--- config.mk ---
export PLATFORM = sky130hd
export DESIGN_NAME = controlador_flipping
export DESIGN_NICKNAME = d
export VERILOG_FILES = /design/src/rtl/controlador_flipping.sv
export SDC_FILE = /design/constraint.sdc
export NUM_CORES = 1
export LEC_CHECK = 0
export ABC_CLOCK_PERIOD_IN_PS = 5000
export BUFFER_PORTS_ARGS = -buffer_cell sky130_fd_sc_hd__buf_2
export CORE_ASPECT_RATIO = 0.75
export CORE_MARGIN = 2
export CORE_UTILIZATION = 59
export CTS_CLUSTER_DIAMETER = 60
export CTS_CLUSTER_SIZE = 28
export DETAILED_ROUTE_END_ITERATION = 10
export PLACE_DENSITY = 0.85
export SYNTH_ARGS = -nofsm -noshare
export SYNTH_HDL_FRONTEND = slang
export SYNTH_SLANG_ARGS = --single-unit
export TNS_END_PERCENT = 10
--- constraint.sdc ---
create_clock -name clk -period 5 [get_ports clk]
set_input_delay 1 -clock clk [delete_from_list [all_inputs] [get_ports clk]]
set_output_delay 1 -clock clk [all_outputs]
set_load 0.01 [all_outputs]
--- src/rtl/controlador_flipping.sv ---
// Purpose : sequences bit-reversal flips over a ROWS x ROW_LEN frame, flip select chosen per word by cfg_modo.
// Latency : 1 cycle from input acceptance to registered output; done pulses 1 cycle after the frame drains.
// Backpres: in_ready drops whenever the output register is full and out_ready is low; held output stays stable.
//
// Ports:
//   clk, rst_n              clock (rising edge), asynchronous active-low reset
//   start, abort            frame start pulse (IDLE only), synchronous abort (any state, wins over start)
//   cfg_modo/len/rows       flip mode, words per row, rows per frame; latched on an accepted start
//   in_valid/in_ready/in_data     input word handshake
//   out_valid/out_ready/out_data  registered output word handshake
//   out_last, out_flip      last word of a row, flip select applied to out_data
//   busy, done              high in RUN/DRAIN; 1-cycle pulse at frame completion
module controlador_flipping #(
    parameter int N       = 16,
    parameter int MAX_DIM = 64,
    localparam int CW     = $clog2(MAX_DIM + 1)
) (
    input  logic          clk,
    input  logic          rst_n,
    input  logic          start,
    input  logic          abort,
    input  logic [1:0]    cfg_modo,
    input  logic [CW-1:0] cfg_len,
    input  logic [CW-1:0] cfg_rows,
    input  logic          in_valid,
    input  logic [N-1:0]  in_data,
    output logic          in_ready,
    output logic          out_valid,
    output logic [N-1:0]  out_data,
    input  logic          out_ready,
    output logic          out_last,
    output logic          out_flip,
    output logic          busy,
    output logic          done
);

    typedef enum logic [1:0] {
        S_IDLE  = 2'd0,
        S_RUN   = 2'd1,
        S_DRAIN = 2'd2,
        S_DONE  = 2'd3
    } state_t;

    state_t        state_q, state_d;
    logic [1:0]    modo_q;
    logic [CW-1:0] len_q, rows_q;
    logic [CW-1:0] col_q, row_q;

    logic          out_free;
    logic          accept;
    logic          start_ok;
    logic          last_col;
    logic          last_row;
    logic          flip_sel;
    logic [N-1:0]  data_rev;

    always_comb begin
        out_free = !out_valid || out_ready;
        in_ready = (state_q == S_RUN) && out_free;
        // abort drops the word presented in the same cycle, so it never counts
        accept   = in_valid && in_ready && !abort;
        start_ok = start && (state_q == S_IDLE) && !abort;
        last_col = (col_q == len_q - CW'(1));
        last_row = (row_q == rows_q - CW'(1));
        busy     = (state_q == S_RUN) || (state_q == S_DRAIN);

        case (modo_q)
            2'b00:   flip_sel = 1'b0;
            2'b01:   flip_sel = 1'b1;
            2'b10:   flip_sel = row_q[0];   // serpentine: odd rows reversed
            default: flip_sel = col_q[0];   // odd words reversed
        endcase

        data_rev = '0;
        for (int i = 0; i < N; i++) begin
            data_rev[i] = in_data[N-1-i];
        end
    end

    always_comb begin
        state_d = state_q;
        case (state_q)
            S_IDLE: begin
                if (start_ok) begin
                    // empty frame: nothing to move, report completion directly
                    if (cfg_len == '0 || cfg_rows == '0) state_d = S_DONE;
                    else                                 state_d = S_RUN;
                end
            end
            S_RUN: begin
                if (accept && last_col && last_row) state_d = S_DRAIN;
            end
            S_DRAIN: begin
                if (out_free) state_d = S_DONE;
            end
            S_DONE: begin
                state_d = S_IDLE;
            end
            default: state_d = S_IDLE;
        endcase
        if (abort) state_d = S_IDLE;
    end

    always_ff @(posedge clk or negedge rst_n) begin
        if (!rst_n) begin
            state_q <= S_IDLE;
        end else begin
            state_q <= state_d;
        end
    end

    // Latched configuration and frame position
    always_ff @(posedge clk or negedge rst_n) begin
        if (!rst_n) begin
            modo_q <= '0;
            len_q  <= '0;
            rows_q <= '0;
            col_q  <= '0;
            row_q  <= '0;
        end else if (start_ok) begin
            modo_q <= cfg_modo;
            len_q  <= cfg_len;
            rows_q <= cfg_rows;
            col_q  <= '0;
            row_q  <= '0;
        end else if (accept) begin
            if (last_col) begin
                col_q <= '0;
                row_q <= row_q + CW'(1);
            end else begin
                col_q <= col_q + CW'(1);
            end
        end
    end

    // Output register: loads on acceptance, empties on a drain without refill
    always_ff @(posedge clk or negedge rst_n) begin
        if (!rst_n) begin
            out_valid <= 1'b0;
            out_data  <= '0;
            out_last  <= 1'b0;
            out_flip  <= 1'b0;
        end else if (abort) begin
            out_valid <= 1'b0;
        end else if (accept) begin
            out_valid <= 1'b1;
            out_data  <= flip_sel ? data_rev : in_data;
            out_last  <= last_col;
            out_flip  <= flip_sel;
        end else if (out_ready) begin
            out_valid <= 1'b0;
        end
    end

    // done is registered from the DONE state, so it never overlaps busy
    always_ff @(posedge clk or negedge rst_n) begin
        if (!rst_n) begin
            done <= 1'b0;
        end else begin
            done <= (state_q == S_DONE) && !abort;
        end
    end

endmodule
After elaboration in Yosys (flattened, before gate mapping). Index checks and enable logic that the tools add are counted.

Input port bits: 38. Word-level logic and storage cells: 66. Register bits: 52. Output and inout port bits: 22.

Reduce and logical (&&, ||, !) cells: 23. Multiplexer cells: 17. $add $sub $neg: 4. Bitwise operators: 1. Equal/unequal tests: 10.

Operators with widths (count): $mux W7 (6); $mux W16 (1); $add A7 B1 Y7 const B (2); $eq A7 B7 Y1 (2); $logic_not A7 Y1 (2); $sub A7 B1 Y7 const B (2); $mux W2 (5); $logic_and A1 B1 Y1 (8); $pmux W2 S4 (1); $eq A2 B2 Y1 const B (3); $ne A3 B3 Y1 const B (2); $eq A2 B1 Y1 const B (2); $logic_not A2 Y1 (2); $reduce_and A2 Y1 (2); $reduce_bool A2 Y1 (2); $logic_or A1 B1 Y1 (3); $mux W1 (3); $ne A3 B2 Y1 const B (1); $pmux W1 S3 (1); $reduce_and A3 Y1 (1); $reduce_bool A3 Y1 (1); $logic_not A1 Y1 (2); $not A1 Y1 (1).

Longest topological paths before layout.
Depth in word-level cells: 10. Depth in mapped cells: 9. Depth with buffers taken out: 8.

Worst setup path after synthesis. OpenSTA, ideal clock, no wires.

Path type: input port to flip-flop. Start point: input out_ready. End point: register row_q[5]. Data required time: 4.923 ns. Cell stages on the path: 5. Buffers on the path: 0. Data arrival time: 2.425 ns. Slack: 2.497 ns. Library setup time: 0.077 ns. Cell sequence: and2b_2 -> nor3_1 -> nand3_2 -> or4_1 -> a21oi_1.

Word-level cells in the longest chain between the ends: 6.

RTL lines: start: declaration (line 30) `input logic out_ready,`; $logic_or A1 B1 Y1 (line 58) `out_free = !out_valid || out_ready;`; $logic_and A1 B1 Y1 (line 59) `in_ready = (state_q == S_RUN) && out_free;`; $logic_and A1 B1 Y1 (2 in a row) (line 61) `accept = in_valid && in_ready && !abort;`; $reduce_bool A2 Y1 (no source line); $reduce_and A2 Y1 (no source line); end signal: assignment (line 129) `row_q <= row_q + CW'(1);`; end: declaration (line 47) `logic [CW-1:0] col_q, row_q;`.

No other way between the ends. A chain may end at the register's enable or synchronous reset.

Worst setup path in the final report.
Start point: register len_q[0]. End point: register row_q[5].

Word-level cells in the longest chain between the ends: 4.

RTL lines: start: declaration (line 46) `logic [CW-1:0] len_q, rows_q;`; start signal: assignment (line 122) `len_q <= cfg_len;`; $sub A7 B1 Y7 (line 63) `last_col = (col_q == len_q - CW'(1));`; $eq A7 B7 Y1 (line 63); $reduce_bool A2 Y1 (no source line); $reduce_and A2 Y1 (no source line).

No other way between the ends.

==> results.ini <==
[grt]
overflow = 0
antenna_found_initial = 0
grt_pass1_vias = 2384
grt_first_pass_wirelength_mm = 11.0
track_usage_pct = 25.2
grt_max_degree = 53

[yosys]
async_flop_share_pct = 100
ys_types = 46
synth_flop_cell = dfrtp_1
synth-seq-cells = 52
syn_nets = 364
syn_area_um2 = 2910
netlist_instances = 317
avgSynthCellArea_um2 = 9.17
seq_area_frac_synth_pct = 44.8
ys_warn_count = 0
synth_edf_count = 0

[worst_setup_path]
end_kind = register
ff2ff_path_depth = 8
crit_required_ns = 5.23
critPathMaxStageDelay_ns = 0.54
path_cells = inv_1, ha_1, nand2b_1, or4b_4, a211oi_2, nand3_2, or4_1, a21oi_1
critPathLaunchType = register
worstPathArrival_ns = 2.96
crit_family = simple AND/OR/NAND/NOR gates
worstReg2RegEnd = row_q[5]$_DFFE_PN0P_
worst-path-buf-inv = 1
cp_max_fo = 10
path_class = register to register
slowest_stage = or4_1
r2r-start = len_q[0]$_DFFE_PN0P_
r2r_slack_ns = 2.28

[sta]
setup_viol = 0
final_max_slew_viol_count = 0
period_share_pct = 54.5
worst_pin_slew_ns = 1.07
hold_viol = 0
fin_crit_ns = 2.72
max_slew_margin_pct = 28.8
finClkSkew_ns = 0.0110
setup_tns_ns = 0
fmax_mhz = 367
hold_slack_ns = 0.488
rsz0062_at_grt = false

[hold_path]
worst_hold_startpoint = out_data[5]$_DFFE_PN0P_
min_path_cells = 2
holdPathEnd = out_data[5]$_DFFE_PN0P_
hp-class = register to register

[floorplanning]
die_area_um2 = 5510
io_pins = 60
core-area_um2 = 4820
rows = 22
die_y_um = 64.8
die_w_um = 85.1
start_util_pct = 60.4

[final_layout]
layout-drive-gt1-share_pct = 21.2
fin_cells = 433
final_area_um2 = 3370
nets = 419
area_growth_pct = 16.0
n_antenna_cell = 0

[placement]
dp.cells = 425
io_buffers = 59
place_congestion = 0.890
dp_hpwl_mm = 4.71
place_area_um2 = 3230

[clock_network]
cts_buffer_depth = 2
cts_hold_buf = 0
path_clk_slew_ns = 0.10
cts_buffers = 5
root_buffer = clkbuf_8
cts_tree = built
cts.sinks = 52
ctsResizeCount = 0
clk_latency_ns = 0.31
post_cts_buffers = 0
h-tree-depth = 2

[pwr]
p_per_area_nw_per_um2 = 537
power_frac_seq_pct = 38.2
vdd.ir_drop.worst_mv = 0.299
switchingPower_mw = 0.709
power_leakage_nw = 1.67
internal-power_mw = 1.10
p_sw_share_pct = 39.1
p_comb_share_pct = 42.9
total_power_mw = 1.81
pwr-share-clk_pct = 18.9

[drt]
vias = 2470
wl_per_cell_um = 14.6
drc_errors = 0
wirelength_mm = 6.34
vias_per_cell = 5.70
first_pass_iters = 5
drtAntennaViolNets = 0
drt_iter0_drc = 164

[run_status]
status = finished, final reports clean

[run]
cap_violations = 0

## kinds of logic (layout without fill, tap and decap cells)
kind of cell             Yosys count  after routing  share of synthesized area [%]
AND/OR/NAND/NOR                  130            130                           21.6
XOR/XNOR                          20             20                           6.50
multiplexers                      17             17                           5.85
AO/OA/AOI/OAI                     65             65                           13.7
buffers and inverters             24             80                           3.74
adder cells (fa/ha/maj)            9              9                           3.87
flip-flops                        52             52                           44.8
## state kept, by name, summed over array words and instances (netlist names)
register and count:
out_flip 1, out_data 16, done 1, rows_q 7
row_q 7, len_q 7, state_q 2, out_last 1
out_valid 1, col_q 7, modo_q 2
## cell usage after synthesis, drive strengths merged, types with 2 or more instances
| cell | n | share of area, % |
|---|---|---|
| nand3 | 3 | 0.69 |
| o21bai | 2 | 0.52 |
| a21oi | 12 | 2.1 |
| or4 | 3 | 0.77 |
| a211oi | 5 | 1.5 |
| mux2i | 17 | 5.9 |
| xor2 | 11 | 3.3 |
| nand3b | 4 | 1.0 |
| a21o | 2 | 0.52 |
| nor3 | 5 | 0.86 |
| nor2b | 3 | 0.65 |
| xnor2 | 8 | 2.4 |
| nor4 | 2 | 0.43 |
| o2bb2ai | 2 | 0.60 |
| dfrtp | 52 | 45 |
| nand4 | 8 | 1.7 |
| buf | 4 | 1.2 |
| ha | 9 | 3.9 |
| o21ai | 31 | 5.3 |
| o31ai | 3 | 0.77 |
| o211ai | 2 | 0.52 |
| and3 | 5 | 1.1 |
| inv | 11 | 1.4 |
| nor2 | 16 | 2.1 |
| clkbuf | 9 | 1.2 |
| nand2 | 68 | 8.8 |
| nand2b | 2 | 0.43 |
| or3 | 3 | 0.65 |
| nor3b | 3 | 0.77 |
## worst reg2reg max path, stage by stage (launching register included)
cell	delay, ns
dfrtp_1	0.41
inv_1	0.08
ha_1	0.23
nand2b_1	0.10
or4b_4	0.49
a211oi_2	0.41
nand3_2	0.24
or4_1	0.54
a21oi_1	0.15
## worst max path at each step
stage / end / slack [ns] / cells after the start / startpoint
after floorplan: row_q[5]$_DFFE_PN0P_ / 2.50 / 5 / out_ready
after global placement: col_q[2]$_DFFE_PN0P_ / 2.11 / 6 / out_ready
after detailed placement: col_q[3]$_DFFE_PN0P_ / 2.02 / 6 / out_ready
after CTS: row_q[6]$_DFFE_PN0P_ / 2.30 / 8 / len_q[0]$_DFFE_PN0P_
after global routing: row_q[5]$_DFFE_PN0P_ / 2.12 / 8 / len_q[0]$_DFFE_PN0P_
final: row_q[5]$_DFFE_PN0P_ / 2.28 / 8 / len_q[0]$_DFFE_PN0P_
## power groups by stage
stage	combinational (mW)	clock, mW	sequential [mW]
2_1_floorplan	0.530	0	0.703
3_3_place_gp	0.742	0	0.693
3_5_place_dp	0.772	0	0.698
4_1_cts	0.780	0.349	0.690
5_1_grt	0.876	0.367	0.711
6_report	0.777	0.343	0.692
## cells in the final DEF, fill, tap and decap left out, types with 5 or more instances in the layout
cell type	n
buf_2	59
mux2i_1	17
dfrtp_1	52
clkbuf_8	5
nand4_1	8
ha_1	9
nor3_1	5
xnor2_1	8
nand2_1	68
o21ai_0	31
xor2_1	11
a21oi_1	12
nor2_1	15
inv_1	11
## through the flow
step           utilization [%]  setup slack (ns)
2_1_floorplan                -              2.50
3_3_place_gp              67.1              2.11
3_5_place_dp              67.1              2.02
4_1_cts                   70.0              2.30
5_1_grt                   70.0              2.12
6_report                  70.0              2.28
## area by class of cell
cell class                 count  area, um^2
multi-input combinational    241        1510
fill                         369        1450
sequential                    52        1300
timing repair buffer          61         310
tap                           60        75.1
clock buffer                   5        68.8
clock inverter                 3        68.8
inverter                      11        41.3
## routing by layer
layer / wire length [um] / track usage, % / vias up
met5: 0 / 0 / -
met4: 39 / 6.75 / 0
met3: 338 / 5.86 / 7
met2: 3030 / 39.7 / 69
met1: 2940 / 35.3 / 1186
li1: - / - / 1208
No activity file was read; power rests on OpenSTA's default activity.
